## src/rtl/reg_bank_sb.sv

```systemverilog
// Register bank with two combinational read ports, one synchronous write port,
// optional hardwired zero register, write-to-read bypass and a per-register busy scoreboard.
module reg_bank_sb #(
   parameter int DW       = 32,
   parameter int DEPTH    = 32,
   parameter int AW       = $clog2(DEPTH),
   parameter bit ZERO_REG = 1'b1,
   parameter bit BYPASS   = 1'b1
) (
   input  logic          clk,
   input  logic          rst_n,
   input  logic [AW-1:0] ra1,
   input  logic [AW-1:0] ra2,
   output logic [DW-1:0] rd1,
   output logic [DW-1:0] rd2,
   output logic          rd1_busy,
   output logic          rd2_busy,
   input  logic          regwrite,
   input  logic          regdst,
   input  logic [AW-1:0] wa,
   input  logic [DW-1:0] wd,
   input  logic          iss_valid,
   input  logic [AW-1:0] iss_addr,
   output logic [AW:0]   busy_cnt
);

   logic [AW-1:0]    waddr;
   logic [DW-1:0]    regs [DEPTH];
   logic [DEPTH-1:0] busy;
   logic [DEPTH-1:0] busy_nxt;
   logic [DEPTH-1:0] wr_sel;
   logic [DEPTH-1:0] iss_sel;
   logic             hit1;
   logic             hit2;
   logic             zero1;
   logic             zero2;

   function automatic logic [AW:0] popcount(input logic [DEPTH-1:0] v);
      logic [AW:0] n;
      n = '0;
      for (int i = 0; i < DEPTH; i++) n = n + {{AW{1'b0}}, v[i]};
      return n;
   endfunction

   assign waddr = regdst ? wa : ra2;

   // One-hot write and issue decodes; both are gated by their enables so X addresses stay harmless.
   always_comb begin
      // NOTE: every always_comb output gets a default first, so no path can infer a latch.
      wr_sel  = '0;
      iss_sel = '0;
      for (int i = 0; i < DEPTH; i++) begin
         wr_sel[i]  = regwrite  && (waddr == AW'(i))    && !(ZERO_REG && i == 0);
         iss_sel[i] = iss_valid && (iss_addr == AW'(i)) && !(ZERO_REG && i == 0);
      end
   end

   // Set after clear: a simultaneous issue to the written register keeps it busy.
   assign busy_nxt = (busy & ~wr_sel) | iss_sel;

   always_ff @(posedge clk or negedge rst_n) begin
      if (!rst_n) begin
         // NOTE: the array is reset explicitly because the clear is functional; this keeps it in flops, not RAM.
         for (int i = 0; i < DEPTH; i++) regs[i] <= '0;
      end else begin
         for (int i = 0; i < DEPTH; i++) begin
            if (wr_sel[i]) regs[i] <= wd;
         end
      end
   end

   always_ff @(posedge clk or negedge rst_n) begin
      if (!rst_n) begin
         busy     <= '0;
         busy_cnt <= '0;
      end else begin
         // NOTE: state updates use <= so busy_cnt samples the pre-edge busy vector, giving its one-cycle lag.
         busy     <= busy_nxt;
         busy_cnt <= popcount(busy);
      end
   end

   assign zero1 = ZERO_REG && (ra1 == '0);
   assign zero2 = ZERO_REG && (ra2 == '0);
   assign hit1  = BYPASS && regwrite && (waddr == ra1) && !zero1;
   assign hit2  = BYPASS && regwrite && (waddr == ra2) && !zero2;

   // Reads are forced to zero during reset so a bypassed wd cannot leak out.
   always_comb begin
      rd1      = '0;
      rd2      = '0;
      rd1_busy = 1'b0;
      rd2_busy = 1'b0;
      if (rst_n) begin
         if (hit1)        rd1 = wd;
         else if (!zero1) rd1 = regs[ra1];
         if (hit2)        rd2 = wd;
         else if (!zero2) rd2 = regs[ra2];
         rd1_busy = busy[ra1] && !hit1;
         rd2_busy = busy[ra2] && !hit2;
      end
   end

endmodule

```

## config.mk

```make
export PLATFORM = sky130hd
export DESIGN_NAME = reg_bank_sb
export DESIGN_NICKNAME = d
export VERILOG_FILES = /design/src/rtl/reg_bank_sb.sv
export SDC_FILE = /design/constraint.sdc
export NUM_CORES = 2
export LEC_CHECK = 0
export ABC_AREA = 1
export BUFFER_PORTS_ARGS = -buffer_cell sky130_fd_sc_hd__buf_2
export CAP_MARGIN = 20
export CORE_MARGIN = 2
export CORE_UTILIZATION = 31
export CTS_CLUSTER_SIZE = 24
export DETAILED_ROUTE_END_ITERATION = 8
export PLACE_DENSITY = 0.44
export SLEW_MARGIN = 10
export SYNTH_ARGS = -nofsm -noshare
export SYNTH_HDL_FRONTEND = slang
export SYNTH_SLANG_ARGS = --single-unit
```

## constraint.sdc

```tcl
create_clock -name clk -period 4.45 [get_ports clk]
set_input_delay 0.2225 -clock clk [delete_from_list [all_inputs] [get_ports clk]]
set_output_delay 0.2225 -clock clk [all_outputs]
set_load 0.005 [all_outputs]
```

==> impl_summary.md <==
Die
The initialized floorplan defines between 150 and 200 standard-cell rows. The initial utilization of the core area, before any placement, comes to between 30% and 40%. The area of the core is between 150000 and 200000 um2. The width of the chip is 444 um. The die is roughly 440 um tall.

The die area is a little under 200000 um2. During I/O placement, the number of pins put on the boundary was 129.

Global route
The met2 capacity usage during global routing is roughly 48%. The via count of the first global-routing pass is about 58000. The first global-routing pass estimated approximately 430000 um of wire.

The global-route usage over all layers is between 20 and 30%. The total overflow left after global routing is 0. The met3 demand-to-capacity share in global routing is between 4 and 5%. The global routing met1 resource utilization is approximately 40%. The number of antenna violations at the first check in global routing is 28. The global routing stage identified its most utilized layer as met2. Entering global routing, the biggest net connects about 170 pins.

Timing
The worst pin sits at a relative slew slack of between 20 and 25%. The post-route minimum period is 4.79 ns. The hold violation count in the final report is 0. For the pin with the worst max-slew slack, the measured transition is roughly 1.2 ns. The number of pins with negative max-slew slack in the final report is 0.

The setup violation total in the final timing report is 5. The post-route clock period utilization is 108%. The worst clock skew on the final layout is approximately 0.0071 ns. The accumulated negative setup slack is -1.35 ns. Setup slack on the critical path of the routed design comes to -0.338 ns. Setup repair after global routing could not meet its margin everywhere. Derived from the worst setup path, the maximum achievable clock frequency is about 0.21 GHz.

Pwr
The maximum vdd ir drop is approximately 0.0019 V. The leakage component of the power is approximately 32 nW. Dividing total power by cell area gives a power density of 584 nW/um2. The combinational share of power is 37.4%.

In this run the power spent charging and discharging nets is 14.9 mW. The clock share of power is between 20 and 30%. The internal power summed over all cells is approximately 25 mW.

Net switching is between 30% and 40% of the power. The part of the total power dissipated in sequential elements is a little over a third.

Drt
The DRC violation count after routing is 0. The pre-antenna-repair detailed-routing pass consisted of 8 iterations. After detailed routing, the total wire length is 300000 um.

The number of design-rule violations left by the first detailed-router iteration is 7407. Dividing the detail-routed wire length by the instance count gives around 27 um. The routed via count is around 62000. After detailed routing, the number of vias per cell comes to ~5.5. The number of nets with antenna violations after detailed routing is 0.

Placement
OpenSTA, run right after detailed placement, puts the worst setup slack at -0.333 ns. Port buffering added roughly 130 buffers. The HPWL after detailed placement is 166000 um. Routability-driven placement finished with a final weighted congestion of roughly 0.86.

Synthesis
The synthesized netlist devotes about a third of its cell area to simple gates. Counting flops and latches in the post-synthesis netlist gives 1029. After synthesis, the largest family of logic cells by area is simple AND/OR/NAND/NOR gates. The share of synthesized area occupied by flip-flops and latches is approximately 43%. The cell area that synthesis handed to floorplanning was roughly 60000 um2. The synthesized-area fraction occupied by adder cells is less than 1%. Multiplexer cells account for 0% of the synthesized area. The synthesized area per cell is 6.77 um2. The complex-gate fraction of the synthesized area is between 10% and 20%. Synthesis produced between 8000 and 9000 cells. Synthesis produced a netlist with a net count of about 8900. The number of different library cells in the post-synthesis netlist is 31. The most used flip-flop cell after synthesis is sky130_fd_sc_hd__dfrtp_1.

After synthesis, the share of flip-flops with an asynchronous set or reset is between 90% and 100%. Counting flops with a built-in enable in the synthesized netlist gives 0. The synthesized netlist devotes less than 1% of its cell area to XOR and XNOR gates. The total of warnings raised by yosys is 0.

Job
The number of max-capacitance violations reported is 0.

CTS
No sink is reached through more buffers than the 3 on the longest clock path. The clock tree from TritonCTS is done. The clock tree root buffer cell is sky130_fd_sc_hd__clkbuf_16. The clock insertion delay at the later pin of the skew report is 0.80 ns. The deepest level of the CTS H-tree is 4.

The clock-pin transition on the worst setup and hold timing paths is 0.06 ns. The sink count of the clock tree is ~1000. The total clock buffers created by CTS is roughly 140.

Cells and area
From synthesis to final layout, the design area changed by 13.3%. The number of fillers in the final layout is ~20000. The fraction of final layout cells sized beyond drive strength 1 is between 7 and 8%. The net count of the finished layout is 8705. In the final layout, the multi-input gates occupy about 29000 um2. The storage element area is ~26000 um2.

Critical path
The type of element capturing the critical path is a flip-flop. The maximum fanout along the worst path is 2. The startpoint-to-endpoint class of the critical path is flip-flop to flip-flop. At the worst endpoint, the arrival time is roughly 5.5 ns. The worst setup path is launched from a flip-flop. At the worst endpoint, the required time is between 5 and 6 ns.

Outcome
The checks that failed: setup timing. The run finished, with violations left.

Min path
The worst hold path class is input pin to asynchronous set/reset pin.
-- worst max-delay path: stages, from the launching register on --
cell,delay [ns]
sky130_fd_sc_hd__dfrtp_1,0.40
sky130_fd_sc_hd__fa_1,0.54
sky130_fd_sc_hd__inv_1,0.05
sky130_fd_sc_hd__fa_1,0.48
sky130_fd_sc_hd__inv_1,0.05
sky130_fd_sc_hd__fa_1,0.49
sky130_fd_sc_hd__inv_2,0.04
sky130_fd_sc_hd__fa_1,0.53
sky130_fd_sc_hd__fa_1,0.43
sky130_fd_sc_hd__fa_1,0.52
sky130_fd_sc_hd__inv_2,0.04
sky130_fd_sc_hd__fa_2,0.34
sky130_fd_sc_hd__fa_2,0.36
sky130_fd_sc_hd__a21oi_2,0.13
sky130_fd_sc_hd__nor2_1,0.06
sky130_fd_sc_hd__nor2_1,0.11
sky130_fd_sc_hd__xnor2_1,0.13
-- what timing repair did --
action                                  in CTS  in global routing
buffers inserted                             4                  2
endpoints found under the setup margin       5                  5
endpoints found under the hold margin      756                  0
pin swaps                                    1                  3
hold buffers                                42                  0
resized for setup                            6                  4
-- cells in the mapped netlist, types with 23 or more instances --
library cell,instances,share of area (%)
sky130_fd_sc_hd__a21oi_1,270,2.3
sky130_fd_sc_hd__buf_1,79,0.49
sky130_fd_sc_hd__buf_2,222,1.9
sky130_fd_sc_hd__buf_4,40,0.50
sky130_fd_sc_hd__clkbuf_1,399,2.5
sky130_fd_sc_hd__dfrtp_1,1029,43
sky130_fd_sc_hd__fa_1,23,0.77
sky130_fd_sc_hd__inv_1,643,4.0
sky130_fd_sc_hd__inv_2,29,0.18
sky130_fd_sc_hd__nand2_1,3412,21
sky130_fd_sc_hd__nand3_1,1435,12
sky130_fd_sc_hd__nand4_1,73,0.76
sky130_fd_sc_hd__nor2_1,39,0.24
sky130_fd_sc_hd__o21ai_0,659,5.5
sky130_fd_sc_hd__o21ai_1,424,3.5
sky130_fd_sc_hd__o22ai_1,28,0.29
-- cell type report --
| class | count | area share (%) |
|---|---|---|
| antenna | 17 | 0.0626 |
| clock buffer | 209 | 5.92 |
| clock inverter | 33 | 0.503 |
| inverter | 673 | 3.81 |
| multi-input combinational | 6408 | 42.1 |
| sequential | 1029 | 37.9 |
| tap | 2526 | 4.65 |
| timing repair buffer | 371 | 5.05 |
-- layer usage --
layer	up-vias	wire length, um
met1	30000	124000
met5	-	18
met2	3055	136000
li1	28000	-
met3	701	22800
met4	2	17300
-- final timing paths --
path	end	from	depth (start not counted)	slack [ns]
worst max-delay path	busy_cnt[4]	busy[18]	16	-0.34
worst min-delay path	regs[631]	rst_n	2	0.06
worst max register to register	busy_cnt[4]	busy[18]	16	-0.34
worst min register to register	regs[488]	regs[488]	2	0.49
max in group asynchronous	regs[38]	rst_n	4	2.68
min in group clk	regs[125]	regwrite	7	0.19
-- power groups by stage --
| stage | combinational (mW) | sequential [mW] | clock (mW) |
|---|---|---|---|
| 2_1_floorplan | 9.26 | 13.5 | 0 |
| 6_report | 14.8 | 13.8 | 11.1 |
| 5_1_grt | 16.8 | 14.1 | 11.6 |
| 4_1_cts | 14.7 | 13.7 | 11.3 |
| 3_3_place_gp | 13.2 | 13.8 | 0 |
| 3_5_place_dp | 13.4 | 13.9 | 0 |
-- metrics by stage --
stage / total power, mW / instance area, um2 / hold slack [ns] / instances / utilization, %
after floorplan: 22.8 / 60000 / -0.0731 / 8856 / -
after global placement: 27.1 / 63100 / 0.297 / 11000 / 32.8
after detailed placement: 27.3 / 63100 / 0.318 / 11000 / 32.8
after CTS: 39.7 / 67900 / 0.0305 / 11200 / 35.3
after global routing: 42.6 / 67900 / 0.0710 / 11300 / 35.3
final: 39.7 / 68000 / 0.0609 / 11300 / 35.3
-- cells by family (layout without fill, tap and decap cells) --
family	after synthesis	in the layout
buf+inv	1419	1286
other cells	0	17
compound gates	1385	1385
simple gates	4988	4988
xor+xnor	5	5
fa+ha+maj	30	30
flops	1029	1029
-- flip-flops by register name, indices dropped and copies added, names as in the netlist --
signal / flops
busy: 31
busy_cnt: 6
regs: 992
-- layout by cell type, fill, tap and decap left out, types with 4 or more instances in the layout --
cell type | netlist | layout
sky130_fd_sc_hd__dfrtp_1 | 1029 | 1029
sky130_fd_sc_hd__clkbuf_1 | 399 | 41
sky130_fd_sc_hd__xor2_1 | 4 | 4
sky130_fd_sc_hd__buf_2 | 222 | 118
sky130_fd_sc_hd__buf_6 | 5 | 6
sky130_fd_sc_hd__nor2_1 | 39 | 19
sky130_fd_sc_hd__inv_6 | 0 | 7
sky130_fd_sc_hd__inv_16 | 0 | 5
sky130_fd_sc_hd__o21ai_1 | 424 | 424
sky130_fd_sc_hd__nand4_1 | 73 | 73
sky130_fd_sc_hd__buf_4 | 40 | 138
sky130_fd_sc_hd__o21ai_0 | 659 | 659
sky130_fd_sc_hd__o22ai_1 | 28 | 28
sky130_fd_sc_hd__buf_8 | 0 | 5
sky130_fd_sc_hd__diode_2 | 0 | 17
sky130_fd_sc_hd__ha_1 | 7 | 7
sky130_fd_sc_hd__nand3_1 | 1435 | 1433
sky130_fd_sc_hd__fa_1 | 23 | 21
sky130_fd_sc_hd__nand2_1 | 3412 | 3412
sky130_fd_sc_hd__inv_2 | 29 | 15
sky130_fd_sc_hd__a21oi_1 | 270 | 269
sky130_fd_sc_hd__inv_4 | 0 | 7
sky130_fd_sc_hd__inv_1 | 643 | 638
sky130_fd_sc_hd__clkinv_2 | 0 | 23
sky130_fd_sc_hd__clkinv_8 | 0 | 5
sky130_fd_sc_hd__dlygate4sd3_1 | 0 | 42
sky130_fd_sc_hd__nor2_2 | 12 | 9
sky130_fd_sc_hd__buf_12 | 0 | 62
sky130_fd_sc_hd__nor2_4 | 9 | 32
sky130_fd_sc_hd__nand2_2 | 4 | 4
sky130_fd_sc_hd__clkbuf_8 | 0 | 30
sky130_fd_sc_hd__clkbuf_16 | 0 | 138
(Power assumes the default switching activity.)
